--- src/rtl/record_core.sv ---
// Recording capture engine: buffers audio samples in a small FIFO, streams them
// to SDRAM at base+1.., then writes the sample count into the slot header at base.
module record_core #(
    parameter int          FIFO_DEPTH  = 4,
    parameter logic [22:0] MAX_SAMPLES = 23'h3F_FFFF
) (
    input  logic        i_clk,
    input  logic        i_rst,
    input  logic        rec_start,
    input  logic [22:0] rec_select,
    input  logic        rec_pause,
    input  logic        rec_stop,
    output logic        rec_done,
    output logic        rec_write,
    output logic [22:0] rec_addr,
    output logic [31:0] rec_writedata,
    input  logic        rec_sdram_finished,
    input  logic        rec_audio_valid,
    input  logic [31:0] rec_audio_data,
    output logic        rec_audio_ready
);
    localparam int PW = $clog2(FIFO_DEPTH);
    localparam int LW = PW + 1;

    typedef enum logic [1:0] {S_IDLE, S_CAPTURE, S_DRAIN, S_WRITE_LENGTH} state_t;

    state_t                       state_q, state_d;
    logic [22:0]                  base_q, base_d;
    logic [22:0]                  count_q, count_d;
    logic [PW-1:0]                wr_ptr_q, wr_ptr_d;
    logic [PW-1:0]                rd_ptr_q, rd_ptr_d;
    logic [LW-1:0]                level_q, level_d;
    logic [FIFO_DEPTH-1:0][31:0]  mem_q, mem_d;

    logic        fifo_full, fifo_empty, wr_active, push, pop;
    logic [23:0] fill, fill_d;

    // fill = samples committed to this slot (written + queued); 24 bits so it cannot wrap
    always_comb begin
        fifo_empty      = (level_q == '0);
        fifo_full       = (level_q == LW'(FIFO_DEPTH));
        fill            = {1'b0, count_q} + {{(24-LW){1'b0}}, level_q};
        rec_audio_ready = (state_q == S_CAPTURE) && !fifo_full && !rec_pause &&
                          (fill < {1'b0, MAX_SAMPLES});
        push            = rec_audio_ready && rec_audio_valid;
        wr_active       = ((state_q == S_CAPTURE) || (state_q == S_DRAIN)) && !fifo_empty;
        pop             = wr_active && rec_sdram_finished;
    end

    always_comb begin
        rec_write     = wr_active || (state_q == S_WRITE_LENGTH);
        rec_addr      = '0;
        rec_writedata = '0;
        rec_done      = (state_q == S_WRITE_LENGTH) && rec_sdram_finished;
        if (wr_active) begin
            rec_addr      = base_q + 23'd1 + count_q;
            rec_writedata = mem_q[rd_ptr_q];
        end else if (state_q == S_WRITE_LENGTH) begin
            rec_addr      = base_q;
            rec_writedata = {9'b0, count_q};
        end
    end

    always_comb begin
        state_d  = state_q;
        base_d   = base_q;
        mem_d    = mem_q;
        wr_ptr_d = push ? wr_ptr_q + PW'(1) : wr_ptr_q;
        rd_ptr_d = pop  ? rd_ptr_q + PW'(1) : rd_ptr_q;
        level_d  = level_q + LW'(push) - LW'(pop);
        count_d  = pop ? count_q + 23'd1 : count_q;
        if (push) mem_d[wr_ptr_q] = rec_audio_data;
        fill_d   = {1'b0, count_d} + {{(24-LW){1'b0}}, level_d};

        case (state_q)
            S_IDLE: begin
                if (rec_start) begin
                    base_d   = rec_select;
                    count_d  = '0;
                    wr_ptr_d = '0;
                    rd_ptr_d = '0;
                    level_d  = '0;
                    state_d  = S_CAPTURE;
                end
            end
            S_CAPTURE: begin
                // a sample pushed on the stop edge is already in level_d and gets drained
                if (rec_stop || (fill_d >= {1'b0, MAX_SAMPLES})) state_d = S_DRAIN;
            end
            S_DRAIN: begin
                if (level_d == '0) state_d = S_WRITE_LENGTH;
            end
            S_WRITE_LENGTH: begin
                if (rec_sdram_finished) state_d = S_IDLE;
            end
            default: state_d = S_IDLE;
        endcase
    end

    always_ff @(posedge i_clk) begin
        if (i_rst) begin
            state_q  <= S_IDLE;
            base_q   <= '0;
            count_q  <= '0;
            wr_ptr_q <= '0;
            rd_ptr_q <= '0;
            level_q  <= '0;
            mem_q    <= '0;
        end else begin
            state_q  <= state_d;
            base_q   <= base_d;
            count_q  <= count_d;
            wr_ptr_q <= wr_ptr_d;
            rd_ptr_q <= rd_ptr_d;
            level_q  <= level_d;
            mem_q    <= mem_d;
        end
    end
endmodule

--- config.mk ---
export PLATFORM = sky130hd
export DESIGN_NAME = record_core
export DESIGN_NICKNAME = d
export VERILOG_FILES = /design/src/rtl/record_core.sv
export SDC_FILE = /design/constraint.sdc
export NUM_CORES = 1
export LEC_CHECK = 0
export BUFFER_PORTS_ARGS = -buffer_cell sky130_fd_sc_hd__buf_2
export CAP_MARGIN = 30
export CORE_AREA = 5 5 158 160
export DETAILED_ROUTE_END_ITERATION = 8
export DIE_AREA = 0 0 163 165
export PLACE_DENSITY = 0.73
export SETUP_SLACK_MARGIN = 0.5
export SYNTH_ARGS = -nofsm -noshare
export SYNTH_HDL_FRONTEND = slang
export SYNTH_SLANG_ARGS = --single-unit
export TNS_END_PERCENT = 10
--- constraint.sdc ---
create_clock -name i_clk -period 9.72 [get_ports i_clk]
set_clock_uncertainty 0.15 [all_clocks]
set_input_delay 1.458 -clock i_clk [delete_from_list [all_inputs] [get_ports i_clk]]
set_output_delay 1.458 -clock i_clk [all_outputs]
set_load 0.05 [all_outputs]
# Word level (Yosys, flattened, before mapping)

Index checks and enable logic that the tools add are counted.

$add $sub $neg: 9
$lt $le $gt $ge: 5
Equal/unequal tests: 8
Multiplexer cells: 25
Reductions and logical operators: 19

Operator list:

| cell                                                                     | number |
|---|---|
| 23-bit two-way mux                                                       | 6 |
| 128-bit bitwise mux                                                      | 1 |
| 32-bit two-way mux                                                       | 3 |
| 32-bit binary-select mux with 2-bit select                               | 1 |
| 32-bit demux with 2-bit select                                           | 1 |
| 23-bit by 3-bit adder with 24-bit output                                 | 2 |
| 23-bit by 1-bit adder with 23-bit output (second input constant)         | 2 |
| 24-bit by 22-bit >= comparator with 1-bit output (second input constant) | 1 |
| 24-bit by 22-bit < comparator with 1-bit output (second input constant)  | 1 |
| 23-bit adder                                                             | 1 |
| 2-bit two-way mux                                                        | 10 |
| 1-bit logical AND                                                        | 8 |
| 2-bit one-hot mux with 4 select lines                                    | 1 |
| 3-bit logical NOT                                                        | 2 |
| 2-bit by 3-bit < comparator with 1-bit output (second input constant)    | 2 |
| 3-bit two-way mux                                                        | 2 |
| 2-bit by 1-bit adder with 2-bit output (second input constant)           | 2 |
| 2-bit equality test (second input constant)                              | 2 |
| 2-bit by 1-bit inequality test with 1-bit output (second input constant) | 2 |
| 2-bit inequality test (second input constant)                            | 2 |
| 4-bit AND reduction                                                      | 1 |
| 3-bit by 1-bit adder with 3-bit output                                   | 1 |
| 3-bit equality test (second input constant)                              | 1 |
| 1-bit logical NOT                                                        | 3 |
| other kinds (6)                                                          | 8 |

Flip-flop bits (word level): 183
Bits of input ports: 62
Logic and storage cells: 76

# Logic depth before layout (Yosys ltp)

Gate-level depths: netlist of the first run.

Depth after elaboration: 13
Depth in mapped cells: 25
Mapped depth without buffers: 25

# Worst setup path after synthesis of the first run

OpenSTA, ideal clock, no wires.

Path kind: register to register
From: register count_q[0]
To: register state_q[0]
Arrival: 5.861 ns
Setup slack: 3.581 ns
Stages on the path, launching flop included: 26
Path buffers: 0
Clock period less this slack: 6.139 ns
Cell sequence: dfxtp_1 -> ha_1 -> inv_1 -> fa_1 -> nor2b_1 -> o2111ai_1 -> nor4b_2 -> o311ai_1 -> o21a_1 -> nor4b_4 -> inv_1 -> ha_1 -> inv_1 -> ha_1 -> fa_1 -> inv_1 -> fa_1 -> inv_1 -> a21o_1 -> mux2i_1 -> a21oi_1 -> o211ai_1 -> or4_1 -> a2111oi_0 -> a31oi_1 -> mux2i_1

Longest elaborated chain between the ends: 11

Ends and longest elaborated chain:

| element                                                           | line | source |
|---|---|---|
| start, declared                                                   | 29   | `logic [22:0] count_q, count_d;` |
| start signal, assigned                                            | 112  | `count_q <= count_d;` |
| 23-bit by 3-bit adder with 24-bit output                          | 42   | `fill = {1'b0, count_q} + {{(24-LW){1'b0}}, level_q};` |
| 24-bit by 22-bit < comparator with 1-bit output                   | 44   | `(fill < {1'b0, MAX_SAMPLES});` |
| 1-bit logical AND                                                 | 43   | `rec_audio_ready = (state_q == S_CAPTURE) && !fifo_full && !rec_pause &&` |
| 1-bit logical AND                                                 | 45   | `push = rec_audio_ready && rec_audio_valid;` |
| 3-bit by 1-bit adder with 3-bit output                            | 70   | `level_d = level_q + LW'(push) - LW'(pop);` |
| 3-bit by 1-bit subtractor with 3-bit output                       | 70   |  |
| 23-bit by 3-bit adder with 24-bit output                          | 73   | `fill_d = {1'b0, count_d} + {{(24-LW){1'b0}}, level_d};` |
| 24-bit by 22-bit >= comparator with 1-bit output                  | 88   | `if (rec_stop \|\| (fill_d >= {1'b0, MAX_SAMPLES})) state_d = S_DRAIN;` |
| 1-bit logical OR                                                  | 88   |  |
| 2-bit by 1-bit inequality test with 1-bit output (no source line) | -    |  |
| 4-bit AND reduction (no source line) (*)                          | -    |  |
| end signal, assigned                                              | 110  | `state_q <= state_d;` |
| end, declared                                                     | 27   | `state_t state_q, state_d;` |

Every way passes the cells marked *; elsewhere a longest branch is shown, timed or not.
A chain may end at the register's enable or synchronous reset.

# Final worst setup path of the first run

From: register count_q[1]
To: register state_q[1]

Same word-level chain as after synthesis.

==> results of run 1 <==
layer usage:
metal  vias to the layer above  GRT usage  wire (um)
met3                        49    0.04742       1618
li1                       4181          -          -
met2                       231     0.3387      12780
met5                         -          0         34
met1                      4040     0.2455      11510
met4                         6    0.07625        809
layout make-up:
class	instances	area [um2]	share of cell area
multi-input combinational	864	6167	0.5286
sequential	183	3665	0.3141
timing repair buffer	127	678.2	0.05812
clock buffer	17	425.4	0.03646
tap	319	399.1	0.03421
clock inverter	15	220.2	0.01887
inverter	30	112.6	0.009652
power by group through the flow:
stage	sequential (mW)	combinational [mW]	clock [mW]
final	0.811	0.319	0.746
after global routing	0.816	0.352	0.791
after CTS	0.811	0.320	0.759
after detailed placement	0.829	0.319	0
after global placement	0.828	0.311	0
after floorplan	0.818	0.238	0
per-stage QoR:
stage	power, mW	hold WS (ns)
finish	1.876	0.3260
global route	1.958	0.3551
CTS	1.890	0.3262
detailed placement	1.147	0.3149
global placement	1.139	0.3076
floorplan	1.057	0.2992
cell usage after synthesis (4+ instances only):
master	n
dfxtp_1	183
buf_6	12
mux2i_1	133
o2111ai_1	4
nand3b_1	4
and2_1	20
a211oi_1	7
nor2_1	181
nand2_1	118
mux4_2	32
nand4_1	11
inv_1	30
clkbuf_1	46
a21o_1	9
nor2b_1	8
buf_1	4
ha_1	40
nor3_1	15
xor2_1	17
and3_1	6
nand2_4	4
a21oi_1	45
nand2b_1	9
o21bai_1	8
buf_2	4
o21ai_0	29
nand3_1	56
nor4_1	8
xnor2_1	30
fa_1	4
a31oi_1	6
o31ai_1	7
worst paths after layout:
| kind | startpoint | to | slack [ns] |
|---|---|---|---|
| hold reg to reg | base_q[22] | base_q[22] | 0.33 |
| setup / recovery | count_q[1] | state_q[1] | 2.73 |
| hold / removal | base_q[22] | base_q[22] | 0.33 |
| setup reg to reg | count_q[1] | state_q[1] | 2.73 |
registers in the layout, summed over array words and instances, names as in the netlist:
signal    flops
mem_q       128
rd_ptr_q      2
base_q       23
wr_ptr_q      2
level_q       3
state_q       2
count_q      23
worst max-delay path: cells and delay by family (launching register included):
family	cells	cell delay, ns
AOI/OAI and AO/OA	8	1.62
adders and majority gates	5	1.97
buffers and inverters	5	0.52
DFF	1	0.53
muxes	2	0.26
and+or+nand+nor	4	1.82
logic make-up after synthesis:
kind of cell	Yosys count	share of synthesized area
AOI/OAI and AO/OA	146	0.09212
xor gates and xnor gates	47	0.03993
adders and majority gates	44	0.05632
buffers and inverters	99	0.04637
DFF	183	0.3554
muxes	165	0.1991
and+or+nand+nor	462	0.2108
cells in the final DEF (no fill, tap or decap), drive strengths merged, types with 6 or more instances in the layout:
master | synthesis | final
o21bai | 8 | 8
nand2b | 9 | 9
buf | 23 | 127
a21o | 9 | 9
ha | 40 | 40
nor4 | 11 | 11
dfxtp | 183 | 183
nand4 | 11 | 11
nor2 | 181 | 181
mux4 | 32 | 32
o21ai | 29 | 29
a31oi | 6 | 6
nor2b | 8 | 8
a21oi | 45 | 45
inv | 30 | 40
mux2i | 133 | 133
nand2 | 122 | 122
and2 | 20 | 20
nand3 | 57 | 57
xnor2 | 30 | 30
and3 | 6 | 6
clkbuf | 46 | 17
nor3 | 16 | 16
a211oi | 7 | 7
xor2 | 17 | 17
o31ai | 8 | 8
==> results_dict.tcl, run 1 <==
set metrics [dict create \
    status "complete, no violations" \
    postCtsHoldBufs 0 \
    start_util 0.4431 \
    wl_per_cell_um 17.20 \
    crit_chain "inv_1 -> fa_1 -> nor2b_1 -> o2111ai_1 -> nor4b_2 -> o311ai_1 -> o21a_1 -> nor4b_4 -> inv_1 -> ha_1 -> inv_1 -> ha_1 -> fa_1 -> inv_1 -> fa_1 -> inv_1 -> a21o_1 -> mux2i_1 -> a21oi_1 -> o211ai_1 -> or4_1 -> a2111oi_0 -> a31oi_1 -> mux2i_1" \
    ys_seq_area_frac 0.3554 \
    async_reset_ff_frac 0 \
    slew_viol_final 0 \
    layout.nets 1329 \
    ios 120 \
    cts-htree-levels 4 \
    port_buffers 119 \
    cts_resized 0 \
    fmax_ghz 0.1431 \
    die_area_um2 26900 \
    place_congestion 0.9295 \
    fillers 2174 \
    p_leak_nw 5.514 \
    grt_first_pass_wirelength_mm 43.08 \
    hold_violations 0 \
    cts_root_buf "clkbuf_16" \
    pre_cts_slack_ns 2.803 \
    drt_pre_antenna_iters 5 \
    yosysWarningCount 0 \
    grt_overflow 0 \
    track_usage 0.1992 \
    antenna_found_initial 3 \
    cap_violations 0 \
    layoutNonFillerInstCount 1555 \
    vias_per_cell 5.471 \
    fin_tns_setup_ns 0 \
    chipHeight_um 165 \
    syn_inst 1146 \
    r2r_cells 24 \
    dpl.hpwl_mm 18.39 \
    max-slew-margin-rel 0.3551 \
    critical_path.most_common_cell "inv_1" \
    arrival_ns 7.16 \
    drt_iter0_markers 686 \
    cts.sinks 183 \
    ir_drop_v 0.00009614 \
    worst_slew_pin_slew_ns 0.9673 \
    p_int_mw 1.257 \
    vias 8507 \
    seqPwrFrac 0.432 \
    utilization 0.5016 \
    cp.required_ns 9.89 \
    combPwrFrac 0.170 \
    synth_top_area_cell "dfxtp_1" \
    cts_tree "yes" \
    setup.worst_path.class "flip-flop to flip-flop" \
    worstPathMaxFanout 9 \
    area_growth_pct 13.18 \
    rsz0062_at_grt "no" \
    grt_max_degree 86 \
    grt_pass1_vias 8268 \
    min_delay_path_depth 2 \
    synth_edf_count 0 \
    syn_avg_cell_area_um2 8.995 \
    finalWorstSetupSlack_ns 2.730 \
    power_frac_clock 0.398 \
    ant_nets 0 \
    critPathSlowestCell "nor4b_4" \
    postCtsSetupRepairBufs 0 \
    worstSetupEndpointType "flip-flop" \
    ys.flop_type "dfxtp_1" \
    powerDensity_nw_per_um2 160.8 \
    post-route-min-period_ns 6.990 \
    critPathLaunchType "flip-flop" \
    syn_nets 1252 \
    postPlaceCellArea_um2 11020 \
    rows 56 \
    switching_power_mw 0.6191 \
    core_area_um2 23260 \
    hold_path.class "flip-flop to flip-flop" \
    netlist_area_um2 10310 \
    cts_buffer_depth 2 \
    remaining_drc_errors 0 \
    diodes 0 \
    synth_top_area_frac 0.3554 \
    clk_pin_slew_worst_paths_ns 0.08 \
    dp_cells 1523 \
    period_share 0.7191 \
    ys_seq_elements 183 \
    final_cell_area_um2 11670 \
    cpPeakStageDelay_ns 0.77 \
    drive_above_1_share 0.1707 \
    ys_top_cells_by_area "dfxtp_1 (36%), mux2i_1 (13%), mux4_2 (7.0%)" \
    die_w_um 163 \
    finalSetupViolCount 0 \
    routed_wl_mm 26.75 \
    cts_inserted_buffers 17 \
    sw_frac_of_total 0.3299 \
    ys_types 66 \
    insertion_delay_ns 0.44 \
]
(Power assumes the default switching activity.)
==> inputs of run 2 (changes only) <==
Settings changed: PLACE_DENSITY 0.73 to 0.76.
Clock period 9.72 ns to 6.3 ns, I/O delays scaled along.
==> run 2 against run 1 <==
- clock power is 54% higher
- total power is 55% higher
- cell area is 2.6% higher
- clock-buffer cell count stayed put
- combinational power is 63% higher
- wire length is 5.5% higher
- cell count is 1.2% higher
- worst hold slack better by 0.0045 ns
- global-route usage is 0.76 points higher
- register-to-register slack worse by 2.2 ns
- non-clock buffer count is 17 higher
- critical path type unchanged
- highest routed layer unchanged
==> results_dict.tcl, run 2 (synthesis results as in run 1) <==
set metrics [dict create \
    grt_max_degree 64 \
    core_area_um2 23260 \
    fin_hold_ws_ns 0.3305 \
    ir_drop_v 0.0002064 \
    cts-htree-levels 4 \
    place_congestion 0.9603 \
    grt_pass1_vias 8610 \
    switching_power_mw 0.9626 \
    final_cell_mix "nor2_1 (181), dfxtp_1 (178), mux2i_1 (133)" \
    arrival_ns 5.91 \
    cp.required_ns 6.47 \
    status "complete, no violations" \
    p_int_mw 1.954 \
    max-slew-margin-rel 0.3274 \
    sw_frac_of_total 0.3301 \
    vias 8790 \
    chipHeight_um 165 \
    grt_overflow 0 \
    min_from "base_q[0]" \
    rsz0062_at_grt "yes" \
    drt_iter0_markers 802 \
    hold_path.class "flip-flop to flip-flop" \
    combPwrFrac 0.178 \
    worstPathMaxFanout 3 \
    cts_root_buf "clkbuf_16" \
    routed_wl_mm 28.23 \
    clk_pin_slew_worst_paths_ns 0.08 \
    hold_violations 0 \
    cap_violations 0 \
    r2r_start "count_q[0]" \
    cts.sinks 183 \
    grt_first_pass_wirelength_mm 45.05 \
    track_usage 0.2068 \
    die_w_um 163 \
    cts_tree "yes" \
    finalSetupViolCount 0 \
    drt_pre_antenna_iters 6 \
    worst_slew_pin_slew_ns 1.009 \
    seqPwrFrac 0.429 \
    drive_above_1_share 0.2035 \
    post-route-min-period_ns 5.741 \
    period_share 0.9112 \
    worstSetupEndpointType "flip-flop" \
    cts_buffer_depth 2 \
    ant_nets 0 \
    die_area_um2 26900 \
    largest_reg_flops 128 \
    postCtsHoldBufs 0 \
    port_buffers 119 \
    powerDensity_nw_per_um2 243.7 \
    remaining_drc_errors 0 \
    vias_per_cell 5.588 \
    layout.nets 1346 \
    fmax_ghz 0.1742 \
    setup.worst_path.class "flip-flop to flip-flop" \
    slew_viol_final 0 \
    wl_per_cell_um 17.95 \
    dpl.hpwl_mm 19.18 \
    antenna_found_initial 3 \
    regMostFlops "mem_q" \
    p_leak_nw 5.614 \
    ios 120 \
    cts_inserted_buffers 17 \
    power_frac_clock 0.393 \
    reg.largest.list "mem_q: 128 flops, base_q: 23 flops, count_q: 23 flops" \
    critPathSlowestCell "fa_2" \
    cpPeakStageDelay_ns 0.58 \
    fillers 2138 \
    start_util 0.4431 \
    layout_commonest_cell "nor2_1" \
    insertion_delay_ns 0.44 \
    rows 56 \
    area_growth_pct 16.08 \
    critPathLaunchType "flip-flop" \
    startpoint "count_q[0]" \
    fin_tns_setup_ns 0 \
]
run 2: what timing repair did:
item | in CTS | in global routing
gates resized for setup | 5 | 19
cloned | 0 | 0
buffers inserted | 10 | 3
endpoints found under the hold margin | 0 | 0
pin swaps | 12 | 12
endpoints found under the setup margin | 2 | 3
run 2: worst paths after layout:
check,endpoint,slack (ns),cells after the start
worst min register to register,base_q[0],0.33,2
worst min-delay path,base_q[0],0.33,2
worst max-delay path,state_q[0],0.56,27
worst max register to register,state_q[0],0.56,27
run 2: power by group through the flow:
stage	Combinational, mW	Clock [mW]	Sequential [mW]
after detailed placement	0.503	0	1.28
after global placement	0.481	0	1.28
after global routing	0.565	1.22	1.26
final	0.520	1.15	1.25
after CTS	0.513	1.17	1.25
after floorplan	0.368	0	1.26
run 2: cell type report:
cell class                      count  area, um2  share of cell area
Antenna cell                        1      2.502           0.0002091
Clock buffer                       17      425.4             0.03555
Clock inverter                     15      222.7             0.01861
Inverter                           30      112.6            0.009410
Multi-Input combinational cell    864       6304              0.5268
Sequential cell                   183       3680              0.3075
Tap cell                          319      399.1             0.03335
Timing Repair Buffer              144      820.8             0.06859
run 2: per-stage QoR:
| step | utilization | area [um2] | power, mW | setup WS (ns) | std cells |
|---|---|---|---|---|---|
| after floorplan | - | 10340 | 1.630 | 0.4224 | 1146 |
| after detailed placement | 0.4770 | 11100 | 1.781 | 0.4581 | 1527 |
| after CTS | 0.5090 | 11840 | 2.929 | 0.4864 | 1569 |
| after global placement | 0.4746 | 11040 | 1.758 | 0.5863 | 1524 |
| after global routing | 0.5143 | 11960 | 3.039 | 0.2885 | 1572 |
| final | 0.5144 | 11970 | 2.916 | 0.5593 | 1573 |
run 2: routing by layer:
metal	vias up	GRT usage	part of all wire
met1	4214	0.2532	0.41
met3	67	0.04542	0.060
met2	286	0.3617	0.50
li1	4217	-	-
met5	-	0	0.00078
met4	6	0.06824	0.025
run 2: critical path: cells and delay by family, from the launching register on:
family	cells	cell delay, ns
buf+inv	7	0.56
simple gates	4	0.89
fa+ha+maj	6	1.93
mux	2	0.38
compound gates	8	1.34
flops	1	0.37
